File: config.mk
export PLATFORM = sky130hd
export DESIGN_NAME = mem_port_arbiter
export DESIGN_NICKNAME = d
export VERILOG_FILES = /design/src/rtl/mem_arb_pkg.sv /design/src/rtl/mem_arb_perf.sv /design/src/rtl/mem_port_arbiter.sv
export SDC_FILE = /design/constraint.sdc
export NUM_CORES = 1
export LEC_CHECK = 0
export CAP_MARGIN = 40
export CORE_AREA = 2 2 146 148
export DETAILED_ROUTE_END_ITERATION = 7
export DIE_AREA = 0 0 148 150
export PLACE_DENSITY = 0.71
export SLEW_MARGIN = 10
export SYNTH_ARGS = -nofsm -noshare
export SYNTH_HDL_FRONTEND = slang
export SYNTH_SLANG_ARGS = --single-unit
File: constraint.sdc
create_clock -name i_clk -period 1.66 [get_ports i_clk]
set_input_delay 0.249 -clock i_clk [delete_from_list [all_inputs] [get_ports i_clk]]
set_output_delay 0.249 -clock i_clk [all_outputs]
set_load 0.01 [all_outputs]
File: src/rtl/mem_arb_pkg.sv
// Shared types for the fetch/data memory port arbiter.
// Grant and state encodings plus streak counter sizing.
package mem_arb_pkg;

   typedef enum logic [1:0] {
      IDLE,
      WAIT_F,
      WAIT_D
   } arb_state_e;

   typedef enum logic [1:0] {
      GNT_NONE,
      GNT_F,
      GNT_D
   } grant_e;

   function automatic int streak_w(input int unsigned max_streak);
      return (max_streak < 2) ? 1 : $clog2(max_streak + 1);
   endfunction

endpackage

File: src/rtl/mem_arb_perf.sv
// Grant and conflict counters for the memory port arbiter.
// Only built when MEM_ARB_PERF_EN is defined.
module mem_arb_perf
   import mem_arb_pkg::*;
(
   input  logic        i_clk,
   input  logic        i_reset_n,
   input  logic        f_grant,
   input  logic        d_grant,
   input  logic        conflict,
   output logic [31:0] perf_fetch_grants,
   output logic [31:0] perf_data_grants,
   output logic [31:0] perf_conflict_cycles
);

   logic [31:0] fetch_q, fetch_d;
   logic [31:0] data_q, data_d;
   logic [31:0] conf_q, conf_d;

   always_comb begin
      fetch_d = fetch_q + {31'd0, f_grant};
      data_d  = data_q + {31'd0, d_grant};
      conf_d  = conf_q + {31'd0, conflict};
   end

   always_ff @(posedge i_clk) begin
      if (!i_reset_n) begin
         fetch_q <= '0;
         data_q  <= '0;
         conf_q  <= '0;
      end else begin
         fetch_q <= fetch_d;
         data_q  <= data_d;
         conf_q  <= conf_d;
      end
   end

   assign perf_fetch_grants    = fetch_q;
   assign perf_data_grants     = data_q;
   assign perf_conflict_cycles = conf_q;

endmodule

File: src/rtl/mem_port_arbiter.sv
// Single-outstanding memory port shared by fetch and load/store.
// Define MEM_ARB_PERF_EN to build the perf counters.
module mem_port_arbiter
   import mem_arb_pkg::*;
#(
   parameter int unsigned MAX_DATA_STREAK = 4,
   parameter logic [31:0] RESET_ADDR      = 32'h100
) (
   input  logic        i_clk,
   input  logic        i_reset_n,
   input  logic        f_req_stb,
   input  logic [31:0] f_req_addr,
   output logic        f_req_ack,
   input  logic        f_flush,
   output logic        f_rsp_valid,
   output logic [31:0] f_rsp_data,
   input  logic        d_req_stb,
   input  logic        d_req_we,
   input  logic [31:0] d_req_addr,
   input  logic [31:0] d_req_wdata,
   input  logic [3:0]  d_req_wmask,
   output logic        d_req_ack,
   output logic        d_rsp_valid,
   output logic [31:0] d_rsp_data,
   output logic        mem_stb,
   output logic        mem_we,
   output logic [31:0] mem_addr,
   output logic [31:0] mem_wdata,
   output logic [3:0]  mem_wmask,
   input  logic [31:0] mem_rdata,
   input  logic        mem_rvalid,
   output logic [31:0] perf_fetch_grants,
   output logic [31:0] perf_data_grants,
   output logic [31:0] perf_conflict_cycles
);

   localparam int STREAK_W = streak_w(MAX_DATA_STREAK);
   localparam logic [STREAK_W-1:0] STREAK_MAX =
      STREAK_W'(MAX_DATA_STREAK);

   arb_state_e          state_q, state_d;
   logic [STREAK_W-1:0] streak_q, streak_d;
   logic                drop_q, drop_d;
   logic                mem_stb_q, mem_stb_d;
   logic                mem_we_q, mem_we_d;
   logic [31:0]         mem_addr_q, mem_addr_d;
   logic [31:0]         mem_wdata_q, mem_wdata_d;
   logic [3:0]          mem_wmask_q, mem_wmask_d;
   logic                f_rsp_valid_q, f_rsp_valid_d;
   logic [31:0]         f_rsp_data_q, f_rsp_data_d;
   logic                d_rsp_valid_q, d_rsp_valid_d;
   logic [31:0]         d_rsp_data_q, d_rsp_data_d;

   grant_e grant;
   logic   f_vld, at_max, idle, d_win, f_win;

   always_comb begin
      f_vld  = f_req_stb & ~f_flush;
      at_max = (streak_q == STREAK_MAX);
      idle   = i_reset_n & (state_q == IDLE);
      d_win  = idle & d_req_stb & ~(f_vld & at_max);
      f_win  = idle & f_vld & ~d_win;
      grant  = GNT_NONE;
      unique case (1'b1)
         d_win:   grant = GNT_D;
         f_win:   grant = GNT_F;
         default: ;
      endcase
   end

   assign f_req_ack = (grant == GNT_F);
   assign d_req_ack = (grant == GNT_D);

   always_comb begin
      state_d       = state_q;
      streak_d      = streak_q;
      drop_d        = drop_q;
      mem_stb_d     = 1'b0;
      mem_we_d      = mem_we_q;
      mem_addr_d    = mem_addr_q;
      mem_wdata_d   = mem_wdata_q;
      mem_wmask_d   = mem_wmask_q;
      f_rsp_valid_d = 1'b0;
      f_rsp_data_d  = f_rsp_data_q;
      d_rsp_valid_d = 1'b0;
      d_rsp_data_d  = d_rsp_data_q;
      unique case (state_q)
         IDLE: begin
            unique case (grant)
               GNT_F: begin
                  state_d     = WAIT_F;
                  streak_d    = '0;
                  drop_d      = 1'b0;
                  mem_stb_d   = 1'b1;
                  mem_we_d    = 1'b0;
                  mem_addr_d  = f_req_addr;
                  mem_wdata_d = '0;
                  mem_wmask_d = '0;
               end
               GNT_D: begin
                  state_d     = WAIT_D;
                  mem_stb_d   = 1'b1;
                  mem_we_d    = d_req_we;
                  mem_addr_d  = d_req_addr;
                  mem_wdata_d = d_req_wdata;
                  mem_wmask_d = d_req_wmask;
                  if (!f_vld)
                     streak_d = '0;
                  else if (!at_max)
                     streak_d = streak_q + STREAK_W'(1);
               end
               default: ;
            endcase
         end
         WAIT_F: begin
            if (f_flush)
               drop_d = 1'b1;
            if (mem_rvalid) begin
               state_d = IDLE;
               drop_d  = 1'b0;
               // A flush in the completion cycle still kills it
               if (!drop_q && !f_flush) begin
                  f_rsp_valid_d = 1'b1;
                  f_rsp_data_d  = mem_rdata;
               end
            end
         end
         WAIT_D: begin
            if (mem_rvalid) begin
               state_d       = IDLE;
               d_rsp_valid_d = 1'b1;
               d_rsp_data_d  = mem_we_q ? '0 : mem_rdata;
            end
         end
         default: state_d = IDLE;
      endcase
      if (state_q != IDLE && mem_rvalid) begin
         mem_we_d    = 1'b0;
         mem_addr_d  = RESET_ADDR;
         mem_wdata_d = '0;
         mem_wmask_d = '0;
      end
   end

   always_ff @(posedge i_clk) begin
      if (!i_reset_n) begin
         state_q       <= IDLE;
         streak_q      <= '0;
         drop_q        <= 1'b0;
         mem_stb_q     <= 1'b0;
         mem_we_q      <= 1'b0;
         mem_addr_q    <= RESET_ADDR;
         mem_wdata_q   <= '0;
         mem_wmask_q   <= '0;
         f_rsp_valid_q <= 1'b0;
         f_rsp_data_q  <= '0;
         d_rsp_valid_q <= 1'b0;
         d_rsp_data_q  <= '0;
      end else begin
         state_q       <= state_d;
         streak_q      <= streak_d;
         drop_q        <= drop_d;
         mem_stb_q     <= mem_stb_d;
         mem_we_q      <= mem_we_d;
         mem_addr_q    <= mem_addr_d;
         mem_wdata_q   <= mem_wdata_d;
         mem_wmask_q   <= mem_wmask_d;
         f_rsp_valid_q <= f_rsp_valid_d;
         f_rsp_data_q  <= f_rsp_data_d;
         d_rsp_valid_q <= d_rsp_valid_d;
         d_rsp_data_q  <= d_rsp_data_d;
      end
   end

   assign mem_stb     = mem_stb_q;
   assign mem_we      = mem_we_q;
   assign mem_addr    = mem_addr_q;
   assign mem_wdata   = mem_wdata_q;
   assign mem_wmask   = mem_wmask_q;
   assign f_rsp_valid = f_rsp_valid_q;
   assign f_rsp_data  = f_rsp_data_q;
   assign d_rsp_valid = d_rsp_valid_q;
   assign d_rsp_data  = d_rsp_data_q;

`ifdef MEM_ARB_PERF_EN
   logic conflict;
   assign conflict = idle & d_req_stb & f_vld;

   mem_arb_perf u_perf (
      .i_clk                (i_clk),
      .i_reset_n            (i_reset_n),
      .f_grant              (f_req_ack),
      .d_grant              (d_req_ack),
      .conflict             (conflict),
      .perf_fetch_grants    (perf_fetch_grants),
      .perf_data_grants     (perf_data_grants),
      .perf_conflict_cycles (perf_conflict_cycles)
   );
`else
   assign perf_fetch_grants    = '0;
   assign perf_data_grants     = '0;
   assign perf_conflict_cycles = '0;
`endif

endmodule

* Yosys cells after proc, flatten, opt, wreduce, memory -nomap -nowiden *
Index checks and enable logic that the tools add are counted.

word-level totals
  bits in registers = 142
  input bits = 139
  output and inout port bits = 234
  word-level logic and storage cells = 73

operators by class
  $add $sub $neg = 1
  equality and inequality tests = 10
  multiplexer cells = 19
  bitwise operators = 11
  reduce and logical (&&, ||, !) cells = 20

operators with widths
  operator               count
  $pmux W32 S2           2
  $mux W32               1
  $pmux W2 S2            3
  $reduce_and A3 Y1      4
  $reduce_and A2 Y1      5
  $ne A3 B3 Y1 const B   3
  $pmux W4 S2            1
  $and A1 B1 Y1          7
  $mux W1                6
  $mux W3                2
  $pmux W3 S2            1
  $reduce_bool A2 Y1     3
  $reduce_or A2 Y1       3
  $eq A2 B1 Y1 const B   2
  $eq A2 B2 Y1 const B   2
  $not A1 Y1             4
  $pmux W1 S2            2
  $add A3 B1 Y3 const B  1
  $eq A3 B3 Y1 const B   1
  $logic_and A1 B1 Y1    2
  $logic_not A1 Y1       2
  $logic_not A2 Y1       1
  $mux W2                1
  $ne A2 B1 Y1 const B   1
  $ne A2 B2 Y1 const B   1

* Logic depth before layout (Yosys ltp) *
  depth in word-level cells = 11
  depth in mapped cells = 10
  gate-level depth less buffers = 7

* Least setup slack after synthesis *
OpenSTA, ideal clock, no wires.

  path kind = register to output
  start = register state_q[0]
  end = output f_req_ack
  data arrival time = 1.390 ns
  required time = 1.411 ns
  path slack = 0.021 ns
  cell stages (with the launch flop) = 10
  path buffers = 3
  path through = dfxtp_1 > inv_1 > ha_1 > buf_2 > nand3_1 > a31o_1 > buf_4 > inv_4 > buf_4 > nor2_1

on the way
  longest elaborated chain between the ends = 8
  elaborated cells on any way between the ends = 9

ends and longest elaborated chain
  what                         line                     source
  from (decl)                  mem_port_arbiter.sv:41   arb_state_e state_q, state_d;
  from (signal assigned)       mem_port_arbiter.sv:160  state_q <= state_d;
  $logic_not A2 Y1 (*)         mem_port_arbiter.sv:60   idle = i_reset_n & (state_q == IDLE);
  $and A1 B1 Y1 (*)            mem_port_arbiter.sv:60
  $and A1 B1 Y1 (2 in series)  mem_port_arbiter.sv:61   d_win = idle & d_req_stb & ~(f_vld & at_max);
  $not A1 Y1                   mem_port_arbiter.sv:62   f_win = idle & f_vld & ~d_win;
  $and A1 B1 Y1                mem_port_arbiter.sv:62
  $pmux W2 S2 (*)              mem_port_arbiter.sv:64   unique case (1'b1)
  $eq A2 B1 Y1 (*)             mem_port_arbiter.sv:71   assign f_req_ack = (grant == GNT_F);
  to (decl)                    mem_port_arbiter.sv:13   output logic f_req_ack,

Mark *: on every way between the ends. The rest lies on a longest branch, timed or not.

* Worst setup path after layout *
  start = register state_q[1]
  end = output f_req_ack

Same word-level chain as after synthesis.

==> metrics <==
outcome finished with violations; failing checks negative setup slack; CP Capture Type primary output; CTS tree built; Syn Inst Count 635; pre-CTS setup slack -0.575 ns; Finished Layout Cells 1220; hold_sp f_req_addr[8]; min cycle time layout 1.73 ns; asr flop ratio synth 0%; die area 22200 um2; Core Area 20700 um2; setup slack, reg-to-reg 0.03 ns; Post-synth EDFFs 0; Layout Nets 1076; Vias 5329; sequential fraction of the synthesis area 46.6%; Yosys reg bits 142; vias in the first global route 5075; Synth warnings 0; Via density 4.37; Yosys cell types 34; Mapped Area 6100 um2; fillers 1952; Peak VDD IR 0.622 mV; max-slew violations 0; share of cells above drive strength 1 14.5%; Final Cycle Share 104%; Routed Antenna Nets 0; Clock transition at path regs 0.06 ns; hold path depth 3; Clock Path Buffers 2; crit path DAT 1.49 ns; routed wire length 18900 um; RSZ-0062 raised after global routing true; row count 53; Worst Hold Class input pin to register; clk sinks 142; H-tree depth 4; Crit Path Max Fanout 3; DRC viols 0; Final WS setup -0.0742 ns; Worst-Skew Late Latency 0.42 ns; top_reg_cell synth dfxtp_1; Register Area 2850 um2; GRT Residual Overflow 0; Die W 148 um; r2r endpoint mem_addr[4]$_SDFFE_PP0P_; Final Hold Viols 0; routed len/inst 15.5 um; Post-CTS Hold Fix Bufs 0; I/O Buffers 276; Required @ worst endpoint 1.41 ns; Layout area overhead 63.8%; Crit Reg-Reg Startpoint state_q[0]$_SDFFE_PN0P_; Iteration-0 DRC Markers 209; Setup Viol. Count Final 2; Multi-input gate area 2770 um2; FMAX 577 MHz; total CTS buffers 17; Avg Inst Size Synth 9.61 um2; skew final 0.0138 ns; initial antenna violation count 1; largest net degree at the start of global routing 43; dpl hpwl 13000 um; Reg2Reg Depth 8; Max Cap Violations 0; first-pass GRT wire length 27200 um; cell area power density 974 nW/um2; # IOs 373; dpl cells 1180; Worst Setup Path Type register to primary output; LEAKAGE 0.00398 uW; root buf cell clkbuf_16; Total GRT Usage 15.6%; Starting Density 29.5%; Die H 150 um; Worst Setup Start Kind register; drt pass-1 iters 6; Hold Path End mem_addr[8]$_SDFFE_PP1P_; antenna cells 0; gpl congestion 0.740
==> worst max-delay path: stages, from the launching register on <==
cell and delay [ns]:
dfxtp_2 0.32, inv_2 0.07, ha_4 0.14, nand3_2 0.06, a31o_4 0.25, inv_6 0.08
nor2_4 0.04, buf_6 0.11
==> cell usage after synthesis, types with 2 or more instances <==
library cell  number  area [um2]
buf_2             14        70.1
buf_6              4        45.0
nor2_1            71         267
a22oi_1           38         285
mux2i_1           31         310
ha_1               5        62.6
a21boi_1           2        15.0
nand3_1            7        35.0
a211oi_1          13        97.6
inv_1              8        30.0
dfxtp_1          142        2840
a21oi_1            3        15.0
nor2b_1            3        18.8
buf_4            104         781
clkbuf_1          20        75.1
and3_1             2        12.5
a22o_1            32         280
a211oi_2          19         238
nand2_1           69         259
a21boi_0          34         255
==> cell families after synthesis <==
family,synth area share [%]
compound gates,20.3
simple gates,10.2
flops,46.6
buf+inv,16.6
other cells,0.0615
mux,5.09
xor+xnor,0.144
fa+ha+maj,1.03
==> where the power goes <==
group          internal [uW]  switching (uW)  leakage [uW]
clock network           2160            1650      0.000280
registers               3640             127       0.00115
logic                   1180             972       0.00254
==> what timing repair did <==
item	4_1_cts	5_1_grt
buffers inserted	3	0
pin swaps	2	3
gates cloned	0	5
endpoints found under the setup margin	36	71
gates resized for setup	27	35
==> sequential cells by signal (all words and copies together), names as in the netlist, 2 cells and up <==
name        cells
streak_q        3
mem_addr       32
f_rsp_data     32
mem_wdata      32
d_rsp_data     32
state_q         2
mem_wmask       4
==> worst max-delay path by stage <==
stage	cells past startpoint	slack, ns	from	endpoint
after global routing	7	-0.15	state_q[0]$_SDFFE_PN0P_	f_req_ack
after floorplan	9	0.02	state_q[0]$_SDFFE_PN0P_	f_req_ack
final	7	-0.07	state_q[1]$_SDFFE_PN0P_	f_req_ack
after global placement	7	-0.61	f_flush	f_req_ack
after detailed placement	7	-0.58	f_flush	f_req_ack
after CTS	7	-0.11	state_q[1]$_SDFFE_PN0P_	f_req_ack
==> routing by layer <==
metal	GRT usage (%)	vias to the layer above	share of wire, %
li1	-	2582	-
met1	18.6	2508	41
met3	5.30	19	7.4
met4	5.10	2	1.1
met5	0	-	0.053
met2	26.6	218	50
==> cell usage in the layout, fill, tap and decap left out, drive strengths merged <==
cell type	instances
clkbuf	23
a41oi	1
nor2	71
clkinv	2
nand3	8
mux2i	31
dlymetal6s2s	2
a21boi	36
a31o	1
buf	47
o22ai	1
nor3b	1
a21oi	3
a211oi	32
inv	17
bufinv	1
a22o	32
o21ai	1
a221oi	1
nor2b	3
clkinvlp	3
a22oi	38
clkdlybuf4s50	270
conb	96
nand2b	1
and3	2
dlygate4sd2	2
o211ai	1
ha	5
xor2	1
and2	1
nand2	69
dfxtp	142
==> layout make-up <==
cell class,count,share of cell area (%)
tap,275,3.44
inverter,9,0.388
multi-input combinational,436,27.7
clock buffer,18,4.39
clock inverter,14,1.48
timing repair buffer,326,34.1
sequential,142,28.5
==> stage by stage <==
stage	TNS (ns)	util (%)	hold WS [ns]	power, uW	area (um2)
3_5_place_dp	-36.64	43.8	0.456	5840	9060
5_1_grt	-0.999	48.3	0.394	10200	9990
3_3_place_gp	-38.98	43.8	0.450	5810	9060
6_report	-0.122	48.3	0.408	9730	9990
2_1_floorplan	0	-	0.375	4870	6460
4_1_cts	-0.201	47.0	0.387	9770	9720
Power figures use the tool's default switching activity.
